--- src/rtl/i2s_tx_core.sv ---
// I2S transmitter core: frame FIFO, BCLK/LRCLK divider and MSB-first serialiser.
// Optional build macro I2S_TX_LEFT_JUSTIFIED_EN selects left-justified LRCLK alignment
// (LRCLK edge on the MSB); undefined gives standard I2S with a one-bit delay.
module i2s_tx_core #(
  parameter int unsigned SAMPLE_W   = 24,
  parameter int unsigned FIFO_DEPTH = 8,
  parameter int unsigned BCLK_DIV   = 4,
  parameter int unsigned LOW_WATER  = 2
) (
  input  logic                              clk,
  input  logic                              rst,
  input  logic                              enable_i,
  input  logic                              wr_valid_i,
  output logic                              wr_ready_o,
  input  logic [SAMPLE_W-1:0]               wr_left_i,
  input  logic [SAMPLE_W-1:0]               wr_right_i,
  input  logic                              underrun_clr_i,
  output logic                              bclk_o,
  output logic                              lrclk_o,
  output logic                              sdata_o,
  output logic [$clog2(FIFO_DEPTH+1)-1:0]   fifo_level_o,
  output logic                              underrun_o,
  output logic                              irq_o
);

  localparam int unsigned FrameW = 2 * SAMPLE_W;
  localparam int unsigned SlotW  = $clog2(FrameW);
  localparam int unsigned DivW   = (BCLK_DIV > 1) ? $clog2(BCLK_DIV) : 1;
  localparam int unsigned PtrW   = $clog2(FIFO_DEPTH);
  localparam int unsigned LvlW   = $clog2(FIFO_DEPTH + 1);

  localparam logic [SlotW-1:0] SlotLast = SlotW'(FrameW - 1);
  localparam logic [DivW-1:0]  DivLast  = DivW'(BCLK_DIV - 1);
  localparam logic [LvlW-1:0]  LvlFull  = LvlW'(FIFO_DEPTH);

  logic [FrameW-1:0] mem_q [FIFO_DEPTH];
  logic [PtrW-1:0]   wr_ptr_q, rd_ptr_q;
  logic [LvlW-1:0]   level_q;
  logic [DivW-1:0]   div_q;
  logic [SlotW-1:0]  slot_q;
  logic [FrameW-1:0] shift_q;
  logic              run_q, bclk_q, lrclk_q, sdata_q, underrun_q;

  logic              wr_fire, div_tc, start, fall, wrap, load, fifo_empty, pop;
  logic [SlotW-1:0]  slot_nxt;
  logic [FrameW-1:0] load_frame;

  // LRCLK level for a given slot number.
  function automatic logic lr_of(input logic [SlotW-1:0] s);
`ifdef I2S_TX_LEFT_JUSTIFIED_EN
    return s >= SlotW'(SAMPLE_W);
`else
    return (s >= SlotW'(SAMPLE_W - 1)) && (s <= SlotW'(FrameW - 2));
`endif
  endfunction

  // Strobes for write, divider terminal count, slot advance and frame load.
  always_comb begin
    wr_ready_o = (level_q != LvlFull);
    wr_fire    = wr_valid_i && wr_ready_o;
    div_tc     = (div_q == DivLast);
    start      = enable_i && !run_q;
    fall       = enable_i && run_q && div_tc && bclk_q;
    wrap       = fall && (slot_q == SlotLast);
    load       = start || wrap;
    fifo_empty = (level_q == '0);
    pop        = load && !fifo_empty;
    load_frame = pop ? mem_q[rd_ptr_q] : '0;
    slot_nxt   = (start || wrap) ? '0 : slot_q + SlotW'(1);
  end

  // FIFO storage; contents need no reset since level/pointers gate every read.
  always_ff @(posedge clk) begin
    if (wr_fire) begin
      mem_q[wr_ptr_q] <= {wr_left_i, wr_right_i};
    end
  end

  // FIFO bookkeeping, underrun flag, divider, slot counter and serial outputs.
  always_ff @(posedge clk or posedge rst) begin
    if (rst) begin
      wr_ptr_q   <= '0;
      rd_ptr_q   <= '0;
      level_q    <= '0;
      underrun_q <= 1'b0;
      run_q      <= 1'b0;
      div_q      <= '0;
      slot_q     <= '0;
      shift_q    <= '0;
      bclk_q     <= 1'b0;
      lrclk_q    <= 1'b0;
      sdata_q    <= 1'b0;
    end else begin
      if (wr_fire) wr_ptr_q <= wr_ptr_q + PtrW'(1);
      if (pop)     rd_ptr_q <= rd_ptr_q + PtrW'(1);
      case ({wr_fire, pop})
        2'b10:   level_q <= level_q + LvlW'(1);
        2'b01:   level_q <= level_q - LvlW'(1);
        default: level_q <= level_q;
      endcase

      // A load from an empty FIFO beats a clear in the same cycle.
      if (load && fifo_empty) begin
        underrun_q <= 1'b1;
      end else if (underrun_clr_i) begin
        underrun_q <= 1'b0;
      end

      if (!enable_i) begin
        // Stopped: partial frame is dropped, everything parks at zero.
        run_q   <= 1'b0;
        div_q   <= '0;
        slot_q  <= '0;
        shift_q <= '0;
        bclk_q  <= 1'b0;
        lrclk_q <= 1'b0;
        sdata_q <= 1'b0;
      end else if (start) begin
        run_q   <= 1'b1;
        div_q   <= '0;
        bclk_q  <= 1'b0;
        slot_q  <= slot_nxt;
        lrclk_q <= lr_of(slot_nxt);
        sdata_q <= load_frame[FrameW-1];
        shift_q <= {load_frame[FrameW-2:0], 1'b0};
      end else begin
        div_q <= div_tc ? '0 : div_q + DivW'(1);
        if (div_tc) bclk_q <= ~bclk_q;
        if (fall) begin
          slot_q  <= slot_nxt;
          lrclk_q <= lr_of(slot_nxt);
          if (wrap) begin
            sdata_q <= load_frame[FrameW-1];
            shift_q <= {load_frame[FrameW-2:0], 1'b0};
          end else begin
            sdata_q <= shift_q[FrameW-1];
            shift_q <= {shift_q[FrameW-2:0], 1'b0};
          end
        end
      end
    end
  end

  // Output decode; irq is held low while reset is asserted.
  always_comb begin
    bclk_o       = bclk_q;
    lrclk_o      = lrclk_q;
    sdata_o      = sdata_q;
    fifo_level_o = level_q;
    underrun_o   = underrun_q;
    irq_o        = !rst && enable_i && (32'(level_q) <= LOW_WATER);
  end

endmodule

--- config.mk ---
export PLATFORM = sky130hd
export DESIGN_NAME = i2s_tx_core
export DESIGN_NICKNAME = d
export VERILOG_FILES = /design/src/rtl/i2s_tx_core.sv
export SDC_FILE = /design/constraint.sdc
export NUM_CORES = 1
export LEC_CHECK = 0
export BUFFER_PORTS_ARGS = -buffer_cell sky130_fd_sc_hd__buf_2
export CAP_MARGIN = 20
export CORE_MARGIN = 1
export CORE_UTILIZATION = 57
export DETAILED_ROUTE_END_ITERATION = 7
export PLACE_DENSITY = 0.74
export SLEW_MARGIN = 20
export SYNTH_ARGS = -nofsm -noshare
export SYNTH_HDL_FRONTEND = slang
export SYNTH_SLANG_ARGS = --single-unit
--- constraint.sdc ---
create_clock -name clk -period 10.49 [get_ports clk]
set_input_delay 0.5245 -clock clk [delete_from_list [all_inputs] [get_ports clk]]
set_output_delay 0.5245 -clock clk [all_outputs]
set_load 0.01 [all_outputs]
==> After elaboration in Yosys (flattened, before gate mapping) <==
Memories as Yosys holds them, arrays and structs flattened.
Index checks and enable logic that the tools add are counted.
{ "totals": {"register_bits": 71, "mem_bits_rw": 384, "input_bits": 53, "output_inout_bits": 10, "word_cells": 77, "memories": 1} }
{ "classes": {"add_sub_neg": 6, "order_cmp": 3, "eq_ne": 8, "n_mux": 29, "bitwise": 1, "n_reduce_logical": 18} }
{ "mem_list": {"columns": ["memory", "words", "width", "rd", "rd_clocked_by_memory_dff", "write_ports", "line", "rtl"], "rows": [
  ["mem_q", 8, 48, 1, 0, 1, "36", "logic [FrameW-1:0] mem_q [FIFO_DEPTH];"]
]} }
{ "ops": {"columns": ["operator", "n"], "rows": [
  ["two-way mux 48 bit", 5],
  ["two-way mux 6 bit", 4],
  ["two-way mux 1 bit", 16],
  ["logical AND 1 bit", 11],
  ["one-hot mux 4 bit (2 select lines)", 1],
  ["adder 3 x 1 -> 3 bit (second input constant)", 2],
  ["adder 6 x 1 -> 6 bit (second input constant)", 1],
  ["== test 6 bit (second input constant)", 1],
  [">= comparator 6 x 5 -> 1 bit (second input constant)", 1],
  ["<= comparator 6 bit (second input constant)", 1],
  ["two-way mux 2 bit", 3],
  ["!= test 3 x 1 -> 1 bit (second input constant)", 2],
  ["adder 4 x 1 -> 4 bit (second input constant)", 1],
  ["== test 2 bit (second input constant)", 2],
  ["<= comparator 4 x 2 -> 1 bit (second input constant)", 1],
  ["zero test 4 bit", 1],
  ["!= test 4 bit (second input constant)", 1],
  ["nonzero test 2 bit", 2],
  ["subtractor 4 x 1 -> 4 bit (second input constant)", 1],
  ["zero test 1 bit", 3],
  ["adder 2 x 1 -> 2 bit (second input constant)", 1],
  ["== test 2 x 1 -> 1 bit (second input constant)", 1],
  ["!= test 2 x 1 -> 1 bit (second input constant)", 1],
  ["logical OR 1 bit", 1],
  ["inverter 1 bit", 1]
]} }

==> Longest topological paths before layout <==
Gate-level depths: netlist of the first run.
{ "depth": {"word_depth": 11, "ltp_mapped": 13, "mapped_depth_nobuf": 12} }

==> Worst setup path before layout of the first run <==
OpenSTA, ideal clock, no wires.
{ "synth_path": {"path_type": "register to register", "start": "reg level_q[1] (netlist: fifo_level_o[1])", "end": "mem mem_q[0][0] (netlist name), enable pin", "setup_time_ns": 0.573, "arrival_ns": 5.574, "required_time_ns": 9.917, "path_slack_ns": 4.343, "stages_incl_launch_ff": 6, "path_buffers": 1, "period_less_slack_ns": 6.147, "cell_sequence": "dfrtp_1 -> buf_2 -> nor3_1 -> nand2_1 -> nand2_1 -> nor4_1"} }
{ "synth_between": {"elab_chain_len": 4} }
{ "synth_lines": {"columns": ["item", "line", "rtl"], "rows": [
  ["start, declared", "38", "logic [LvlW-1:0] level_q;"],
  ["start signal, assigned", "97", "2'b10: level_q <= level_q + LvlW'(1);"],
  ["start signal, assigned", "98", "2'b01: level_q <= level_q - LvlW'(1);"],
  ["start signal, assigned", "99", "default: level_q <= level_q;"],
  ["!= test 4 bit", "59", "wr_ready_o = (level_q != LvlFull);"],
  ["net wr_ready_o", "14", "output logic wr_ready_o,"],
  ["logical AND 1 bit", "60", "wr_fire = wr_valid_i && wr_ready_o;"],
  ["two-way mux 1 bit", "74", "if (wr_fire) begin"],
  ["two-way mux 1 bit (implied by the code)", "75", "mem_q[wr_ptr_q] <= {wr_left_i, wr_right_i};"],
  ["end, declared", "36", null]
]} }
The timed path passes the listed nets, and every way through them passes these cells.

==> Final worst setup path of the first run <==
{ "layout_path": {"start": "reg div_q[0]", "end": "reg level_q[2] (netlist: fifo_level_o[2])"} }
{ "layout_between": {"elab_chain_len": 8, "word_cells_on_any_way": 10, "cone_classes": "3 x eq/ne; 1 x mux; 6 x reduce/logical"} }
{ "layout_lines": {"columns": ["item", "line", "rtl"], "rows": [
  ["start, declared", "39", "logic [DivW-1:0] div_q;"],
  ["start signal, assigned", "127", "div_q <= div_tc ? '0 : div_q + DivW'(1);"],
  ["== test 2 bit *", "61", "div_tc = (div_q == DivLast);"],
  ["logical AND 1 bit * (2 in series)", "63", "fall = enable_i && run_q && div_tc && bclk_q;"],
  ["logical AND 1 bit *", "64", "wrap = fall && (slot_q == SlotLast);"],
  ["logical OR 1 bit *", "65", "load = start || wrap;"],
  ["logical AND 1 bit *", "67", "pop = load && !fifo_empty;"],
  ["== test 2 x 1 -> 1 bit / == test 2 bit (equally long branches)", "96", "case ({wr_fire, pop})"],
  ["one-hot mux 4 bit (2 select lines) / nonzero test 2 bit (equally long branches)", null, null]
]} }
Mark *: on every way between the ends. The rest lies on a longest branch, timed or not.
A chain may end at the register's enable or synchronous reset.

==> impl_metrics.tcl, run 1 <==
set metrics [dict create \
    status "finished clean" \
    clock_skew_ns 0.00964 \
    layout_common_cells "edfxtp_1, mux4_2, dfrtp_1, buf_2, mux2i_1" \
    ys_types 46 \
    drv_slew 0 \
    dr.pass1.iters 5 \
    hold_viol_final 0 \
    root_buffer "clkbuf_16" \
    async_reset_ff_frac 0.154 \
    cts.htree.levels 2 \
    coreArea_um2 30000 \
    synth_edf_count 384 \
    track_usage 0.214 \
    post-cts-setup-buffer-count 0 \
    rsz0062_at_grt "no" \
    finalSetupViolCount 0 \
    final_nets 989 \
    dpl_cell_area_um2 18300 \
    end_kind "register" \
    antenna_found_initial 2 \
    cts_buffers 46 \
    powerDensity_nw_per_um2 260 \
    die_area_um2 31400 \
    max_slew_margin 0.404 \
    portBuffers 62 \
    synth_flop_cell "edfxtp_1" \
    ff2ff_path_depth 13 \
    maxCapViolCount 0 \
    detail-route-antenna-nets 0 \
    drive_gt1_frac 0.278 \
    min_period_ns 3.33 \
    die_y_um 177 \
    synthSimpleGateAreaFrac 0.0166 \
    cts_resized 0 \
    stdcell_count 1356 \
    finalSetupTns_ns 0 \
    synth_xor_area_frac 0.00750 \
    worstPathMaxFanout 50 \
    cp_data_required_time_ns 10.90 \
    ir_drop_v 0.000169 \
    synth-seq-area-share 0.758 \
    syn_area_per_cell_um2 20.7 \
    start_kind "register" \
    die_w_um 177 \
    arrival_ns 3.74 \
    hold_path.class "in -> reg" \
    p_leak_nw 6.73 \
    grt_pass1_vias 8617 \
    grt_pass1_wl_um 49800 \
    tritoncts "done" \
    final_util 0.659 \
    n_antenna_cell 0 \
    reg2reg_slack_ns 7.16 \
    muxShareOfSynthArea 0.153 \
    num_rows 63 \
    vias 8335 \
    final_common_cell "edfxtp_1" \
    synth_nets 908 \
    grt_max_degree 61 \
    ys_ff_latch 454 \
    clkLatencyLatePin_ns 0.53 \
    first_iter_violations 639 \
    finalPower_w 0.00514 \
    grt_overflow 0 \
    period_share 0.317 \
    synthesis.area_um2 17500 \
    synth-adder-area-share 0.00500 \
    routedWlPerCell_um 23.6 \
    finish.instance_area_um2 19800 \
    critical_path_class "reg -> reg" \
    gp_congestion 0.803 \
    drt-total-wl_um 31900 \
    synth_compound_area_frac 0.0443 \
    ios 63 \
    cts_sinks 454 \
    min_path_cells 2 \
    synthCells 848 \
    clk_pin_slew_ns 0.06 \
    ys_warn_count 0 \
    tightest_slew_ns 0.894 \
    place_inst 1270 \
    vias_per_cell 6.15 \
    start_util 0.585 \
    dpl.hpwl_um 15800 \
    cts_hold_buf 1 \
    clock.fmax_mhz 300 \
    drc 0 \
    synth_top_family_by_area "multiplexers" \
    syn_to_final_growth_pct 12.7 \
    cts.path.max_buffers 3 \
]
[metrics by stage]
stage	setup slack, ns	hold WS [ns]
floorplan	4.34	0.415
global placement	7.29	0.423
detailed placement	7.20	0.433
CTS	7.19	0.187
global route	6.89	0.198
finish	7.16	0.200
[power by group]
group	internal [W]	leakage (nW)	total, W	switching, W
sequential	0.00228	4.40	0.00246	0.000182
clock	0.000922	0.715	0.00156	0.000640
combinational	0.000549	1.61	0.00112	0.000566
[layer usage]
layer  track usage  routed length, µm  up-vias
li1              -                  -     3660
met1         0.309              13800     4379
met2         0.345              15700      244
met3        0.0358               1860       48
met4        0.0538                554        4
met5             0                 26        -
[cell families after synthesis]
group                    count (synthesis)
multiplexers                           148
AND/OR/NAND/NOR                         54
buffers and inverters                   52
flip-flops                             454
adder cells (fa/ha/maj)                  7
AO/OA/AOI/OAI                          118
XOR/XNOR                                15
[synth_stat cells (2+ instances only)]
cell	count	area (µm²)
a21oi_1	11	55.1
a22oi_1	45	338
and3_1	4	25.0
buf_2	20	100
buf_4	8	60.1
buf_6	2	22.5
clkbuf_1	16	60.1
dfrtp_1	70	1750
edfxtp_1	384	11500
ha_1	7	87.6
inv_1	5	18.8
mux2_2	4	45.0
mux2i_1	48	480
mux4_2	96	2160
nand2_1	7	26.3
nand2b_1	5	31.3
nand3_1	5	25.0
nor2_1	11	41.3
nor3_1	11	55.1
o21ai_0	35	175
o21ai_1	15	75.1
o22ai_1	2	12.5
xnor2_1	6	52.6
xor2_1	9	78.8
[final cells by class]
class / instances / area [µm²]
Clock buffer: 63 / 1270
Clock inverter: 22 / 195
Fill cell: 1960 / 10200
Inverter: 5 / 18.8
Multi-Input combinational cell: 342 / 4040
Sequential cell: 454 / 13300
Tap cell: 390 / 488
Timing Repair Buffer: 80 / 448
[worst max-delay path: stages, from the launching register on]
cell and delay, ns:
dfrtp_1 0.38, ha_1 0.31, nand2_1 0.41, o31ai_4 0.15, o211ai_4 0.09, buf_4 0.51, inv_1 0.19, ha_1 0.30
xor2_1 0.17, ha_1 0.19, a21oi_1 0.15, xor2_1 0.15, nor2_1 0.06, xor2_1 0.14
[flip-flops by register name, summed over array words and instances, names as in the netlist]
signal	flops
sdata_o	1
mem_q	384
lrclk_o	1
rd_ptr_q	3
slot_q	6
underrun_o	1
fifo_level_o	4
shift_q	47
div_q	2
bclk_o	1
wr_ptr_q	3
run_q	1
[final timing paths]
| check | from | end |
|---|---|---|
| worst max-delay path | div_q[0]$_DFF_PP0_ | fifo_level_o[2]$_DFFE_PP0P_ |
| worst min-delay path | underrun_clr_i | underrun_o$_DFFE_PP0P_ |
| worst max register to register | div_q[0]$_DFF_PP0_ | fifo_level_o[2]$_DFFE_PP0P_ |
| worst min register to register | div_q[0]$_DFF_PP0_ | div_q[0]$_DFF_PP0_ |
| max in group asynchronous | rst | rd_ptr_q[0]$_DFFE_PP0N_ |
| min in group asynchronous | rst | fifo_level_o[2]$_DFFE_PP0P_ |
Note: power is estimated with default switching activity, not from simulation.
==> run 2: changes to the inputs <==
- ABC_AREA: unset -> 1
- clock period: 10.49 -> 3.16 ns (I/O delays scaled with it)
==> impl_metrics.tcl, run 2 <==
set metrics [dict create \
    detail-route-antenna-nets 0 \
    rsz0062_at_grt "no" \
    final_nets 1571 \
    synth-seq-area-share 0.741 \
    synth_nets 1467 \
    synth.area.top_cells "edfxtp_1, dfrtp_1, nor2_1" \
    stdcell_count 1947 \
    synthesis.area_um2 17900 \
    reg.largest.list "mem_q: 384 flops, shift_q: 47 flops, slot_q: 6 flops" \
    status "finished, violations left" \
    drive_gt1_frac 0.119 \
    final_common_cell "edfxtp_1" \
    portBuffers 62 \
    max_slew_margin 0.361 \
    finish.instance_area_um2 20800 \
    synth_top_area_share 0.643 \
    min_period_ns 2.46 \
    timing.final.ws_setup_ns 0.701 \
    end_kind "register" \
    final_util 0.676 \
    cp_data_required_time_ns 3.41 \
    ys_warn_count 0 \
    synth_edf_count 384 \
    hold_path.class "in -> reg" \
    die_w_um 179 \
    hold_viol_final 0 \
    dr.pass1.iters 8 \
    clkLatencyLatePin_ns 0.55 \
    largest-register "mem_q" \
    fillCellCount 2152 \
    cts.path.max_buffers 3 \
    ys_types 33 \
    post-cts-setup-buffer-count 0 \
    tritoncts "done" \
    die_area_um2 32200 \
    comb_power_share 0.270 \
    cts.htree.levels 2 \
    syn_to_final_growth_pct 16.0 \
    drc 6 \
    clock.fmax_mhz 407 \
    maxCapViolCount 0 \
    start_util 0.583 \
    violations "DRC" \
    num_rows 64 \
    arrival_ns 2.71 \
    gp_congestion 0.790 \
    cts_buffers 46 \
    ys_ff_latch 454 \
    dpl.hpwl_um 20500 \
    ios 63 \
    power_switching_w 0.00618 \
    period_share 0.778 \
    place_ws_ns 0.698 \
    synth_flop_cell "edfxtp_1" \
    first_iter_violations 1126 \
    clk_pin_slew_ns 0.06 \
    layout_common_cells "edfxtp_1, nor2_1, nand2_1, o21ai_0, a21oi_1" \
    syn_area_per_cell_um2 12.7 \
    synthCells 1407 \
    routedWlPerCell_um 20.5 \
    drt-total-wl_um 39900 \
    drv_slew 0 \
    async_reset_ff_frac 0.154 \
    seqPwrFrac 0.439 \
    largest_reg_flops 384 \
    power.internal_w 0.0123 \
    dpl_cell_area_um2 18700 \
    synth_top_area_cell "edfxtp_1" \
    critical_path_class "reg -> reg" \
    p_leak_nw 7.41 \
    grt_pass1_wl_um 62000 \
    switching_share 0.334 \
    track_usage 0.256 \
    coreArea_um2 30700 \
    vias 11500 \
    grt_max_degree 91 \
    worstPathMaxFanout 18 \
    antenna_found_initial 2 \
    cts_sinks 454 \
    yosys.cell_count.top_type "edfxtp_1" \
    root_buffer "clkbuf_16" \
    grt_pass1_vias 11400 \
    tightest_slew_ns 0.959 \
    start_kind "register" \
    grt_overflow 0 \
    finalSetupViolCount 0 \
    die_y_um 179 \
    ir_drop_v 0.000503 \
    place_inst 1807 \
    clock_skew_ns 0.0147 \
    vias_per_cell 5.92 \
    powerDensity_nw_per_um2 890 \
    p_clk_frac 0.291 \
    synthTopCellsByCount "edfxtp_1, nor2_1, nand2_1, o21ai_0, a21oi_1" \
]
-- run 2: power by group through the flow --
stage	Sequential, W	Combinational [W]	Clock, W
final	0.00813	0.00500	0.00538
after global routing	0.00822	0.00556	0.00566
after CTS	0.00812	0.00499	0.00543
after detailed placement	0.00823	0.00490	0
after global placement	0.00819	0.00476	0
after floorplan	0.00807	0.00340	0
-- run 2: area by class of cell --
cell class,instances,area (µm²),share of cell area
flip-flops and latches,454,13300,0.639
diodes,2,5.00,0.000241
clock buffers,67,1290,0.0621
repair buffers,145,1190,0.0572
multi-input cells,836,4180,0.201
inverters,28,110,0.00530
clock inverters,19,229,0.0110
well taps,396,495,0.0238
-- run 2: what timing repair did --
item,in CTS,in global routing
endpoints found under the setup margin,0,0
resized for setup,0,0
endpoints found under the hold margin,422,0
hold buffers,52,0
-- run 2: final timing paths --
path / start / end / slack [ns] / cells after the start
min: enable_i / run_q$_DFFE_PP0P_ / 0.34 / 2
min reg2reg: div_q[0]$_DFF_PP0_ / div_q[0]$_DFF_PP0_ / 0.46 / 1
min in group asynchronous: rst / fifo_level_o[2]$_DFFE_PP0P_ / 0.35 / 3
max reg2reg: fifo_level_o[0]$_DFFE_PP0P_ / mem_q[5][10]$_DFFE_PP_ / 0.70 / 7
max: fifo_level_o[0]$_DFFE_PP0P_ / mem_q[5][10]$_DFFE_PP_ / 0.70 / 7
max in group asynchronous: rst / shift_q[28]$_DFFE_PP0P_ / 2.06 / 4
-- run 2: stage by stage --
step	TNS, ns	total power [W]	hold WS (ns)
global placement	0	0.0130	0.348
CTS	0	0.0185	0.318
detailed placement	0	0.0131	0.346
floorplan	-93.17	0.0115	0.256
finish	0	0.0185	0.337
global route	0	0.0194	0.357
-- run 2: logic make-up (layout without fill, tap and decap cells) --
group,count (synthesis),in the layout,synth area share
buffers and inverters,117,259,0.0290
adders and majority gates,7,7,0.00489
other,0,2,0
muxes,1,1,0.000558
DFF,454,454,0.741
and+or+nand+nor,480,480,0.107
AOI/OAI and AO/OA,337,337,0.112
xor gates and xnor gates,11,11,0.00538
-- run 2: worst max-delay path, cell delays in order (launching register included) --
cell	delay, ns
dfrtp_1	0.47
inv_1	0.08
nand4_1	0.12
nand2_1	0.15
inv_1	0.15
nand2_1	0.25
nor2_4	0.68
buf_12	0.26
-- run 2: routing by layer --
layer	vias up	global-route usage	routed length (µm)
met2	520	0.420	19400
li1	5335	-	-
met5	-	0	0
met4	0	0.0889	889
met3	65	0.0392	3270
met1	5612	0.350	16300
==> run 3: changes to the inputs <==
- clock period: 3.16 -> 2.52 ns (I/O delays scaled with it)
==> impl_metrics.tcl, run 3 (synthesis results as in run 2) <==
set metrics [dict create \
    status "finished, violations left" \
    violations "DRC" \
    drc 4 \
    start_kind "register" \
    clk_pin_slew_ns 0.06 \
    finalSetupTns_ns 0 \
    final_common_cell "edfxtp_1" \
    post-cts-setup-buffer-count 0 \
    tritoncts "done" \
    cts_buffers 46 \
    reg2reg_from "slot_q[1]$_DFFE_PP0P_" \
    drv_slew 0 \
    start_util 0.583 \
    reg2reg_slack_ns 0.27 \
    detail-route-antenna-nets 0 \
    finish.instance_area_um2 20900 \
    dpl_cell_area_um2 18900 \
    end_kind "register" \
    track_usage 0.248 \
    dr.pass1.iters 8 \
    drt-total-wl_um 38800 \
    fillCellCount 2106 \
    finalPower_w 0.0234 \
    powerDensity_nw_per_um2 1120 \
    ios 63 \
    hold_viol_final 0 \
    power.internal_w 0.0156 \
    vias_per_cell 5.92 \
    seqPwrFrac 0.433 \
    p_leak_nw 7.45 \
    min_period_ns 2.25 \
    die_w_um 179 \
    worstPathMaxFanout 5 \
    stdcell_count 1946 \
    layout_common_cells "edfxtp_1, nor2_1, nand2_1, o21ai_0, a21oi_1" \
    n_antenna_cell 0 \
    hold_path.class "in -> async" \
    syn_to_final_growth_pct 16.7 \
    first_iter_violations 1337 \
    antenna_found_initial 0 \
    cp_data_required_time_ns 2.96 \
    grt_overflow 0 \
    tightest_slew_ns 0.963 \
    switching_share 0.332 \
    die_y_um 179 \
    grt_pass1_wl_um 60700 \
    p_clk_frac 0.290 \
    comb_power_share 0.277 \
    arrival_ns 2.69 \
    die_area_um2 32200 \
    num_rows 64 \
    cts.path.max_buffers 3 \
    gp_congestion 0.878 \
    place_inst 1808 \
    routedWlPerCell_um 20.0 \
    grt_max_degree 99 \
    critical_path_class "reg -> reg" \
    vias 11500 \
    cts.htree.levels 2 \
    coreArea_um2 30700 \
    drive_gt1_frac 0.121 \
    reg.largest.list "mem_q: 384 flops, shift_q: 47 flops, slot_q: 6 flops" \
    maxCapViolCount 0 \
    ff2ff_path_depth 12 \
    finalSetupViolCount 0 \
    cts_sinks 454 \
    portBuffers 62 \
    r2r-end "fifo_level_o[3]$_DFFE_PP0P_" \
    clock_skew_ns 0.0162 \
    final_nets 1572 \
    ir_drop_v 0.000943 \
    max_slew_margin 0.358 \
    dpl.hpwl_um 20000 \
    largest-register "mem_q" \
    final_util 0.681 \
    rsz0062_at_grt "no" \
    clock.fmax_mhz 443 \
    clkLatencyLatePin_ns 0.56 \
    largest_reg_flops 384 \
    root_buffer "clkbuf_16" \
    period_share 0.895 \
    power_switching_w 0.00775 \
    grt_pass1_vias 11300 \
]
==> run 3: through the flow <==
stage / hold slack [ns] / worst slack (ns)
2_1_floorplan: 0.224 / -0.343
3_3_place_gp: 0.255 / 0.381
3_5_place_dp: 0.263 / 0.288
4_1_cts: 0.238 / 0.276
5_1_grt: 0.289 / 0.0513
6_report: 0.230 / 0.265
==> run 3: cell type report <==
class                      instances  area, µm²  share of cell area
clock buffer                      72       1390              0.0664
clock inverter                    14        150             0.00718
inverter                          28        110             0.00526
multi-input combinational        836       4180               0.200
sequential                       454      13300               0.635
tap                              396        495              0.0237
timing repair buffer             146       1310              0.0625
==> run 3: metal layers <==
layer	GRT usage	routed length [µm]
met2	0.402	18900
met4	0.0823	858
met3	0.0407	2700
met1	0.343	16300
met5	0	0
==> run 3: worst max path at each step <==
stage,startpoint,to,slack (ns),cells past startpoint
final,slot_q[1]$_DFFE_PP0P_,fifo_level_o[3]$_DFFE_PP0P_,0.27,12
after global routing,slot_q[1]$_DFFE_PP0P_,fifo_level_o[3]$_DFFE_PP0P_,0.05,12
after CTS,slot_q[0]$_DFFE_PP0P_,fifo_level_o[3]$_DFFE_PP0P_,0.28,12
after detailed placement,slot_q[1]$_DFFE_PP0P_,fifo_level_o[2]$_DFFE_PP0P_,0.29,13
after global placement,slot_q[0]$_DFFE_PP0P_,fifo_level_o[2]$_DFFE_PP0P_,0.38,13
after floorplan,fifo_level_o[0]$_DFFE_PP0P_,mem_q[0][0]$_DFFE_PP_,-0.34,5
==> run 3: timing repair <==
| action | in CTS | in global routing |
|---|---|---|
| endpoints found under the setup margin | 0 | 0 |
| hold buffers | 52 | 0 |
| hold endpoints to repair | 459 | 0 |
| gates resized for setup | 0 | 0 |
==> run 3: critical path: stages, from the launching register on <==
cell	delay, ns
dfrtp_1	0.38
ha_1	0.19
nand3_1	0.13
nor2_1	0.11
nand2_1	0.15
a21oi_2	0.19
ha_1	0.23
nor2_1	0.06
nor2_1	0.21
nand2_1	0.07
o21ai_0	0.18
nand3_1	0.11
xor2_1	0.15
==> run 3: power groups by stage <==
stage / Sequential, W / Clock [W] / Combinational [W]
3_3_place_gp: 0.0102 / 0 / 0.00617
4_1_cts: 0.0101 / 0.00684 / 0.00649
3_5_place_dp: 0.0102 / 0 / 0.00637
5_1_grt: 0.0102 / 0.00714 / 0.00717
6_report: 0.0101 / 0.00677 / 0.00648
2_1_floorplan: 0.0101 / 0 / 0.00430
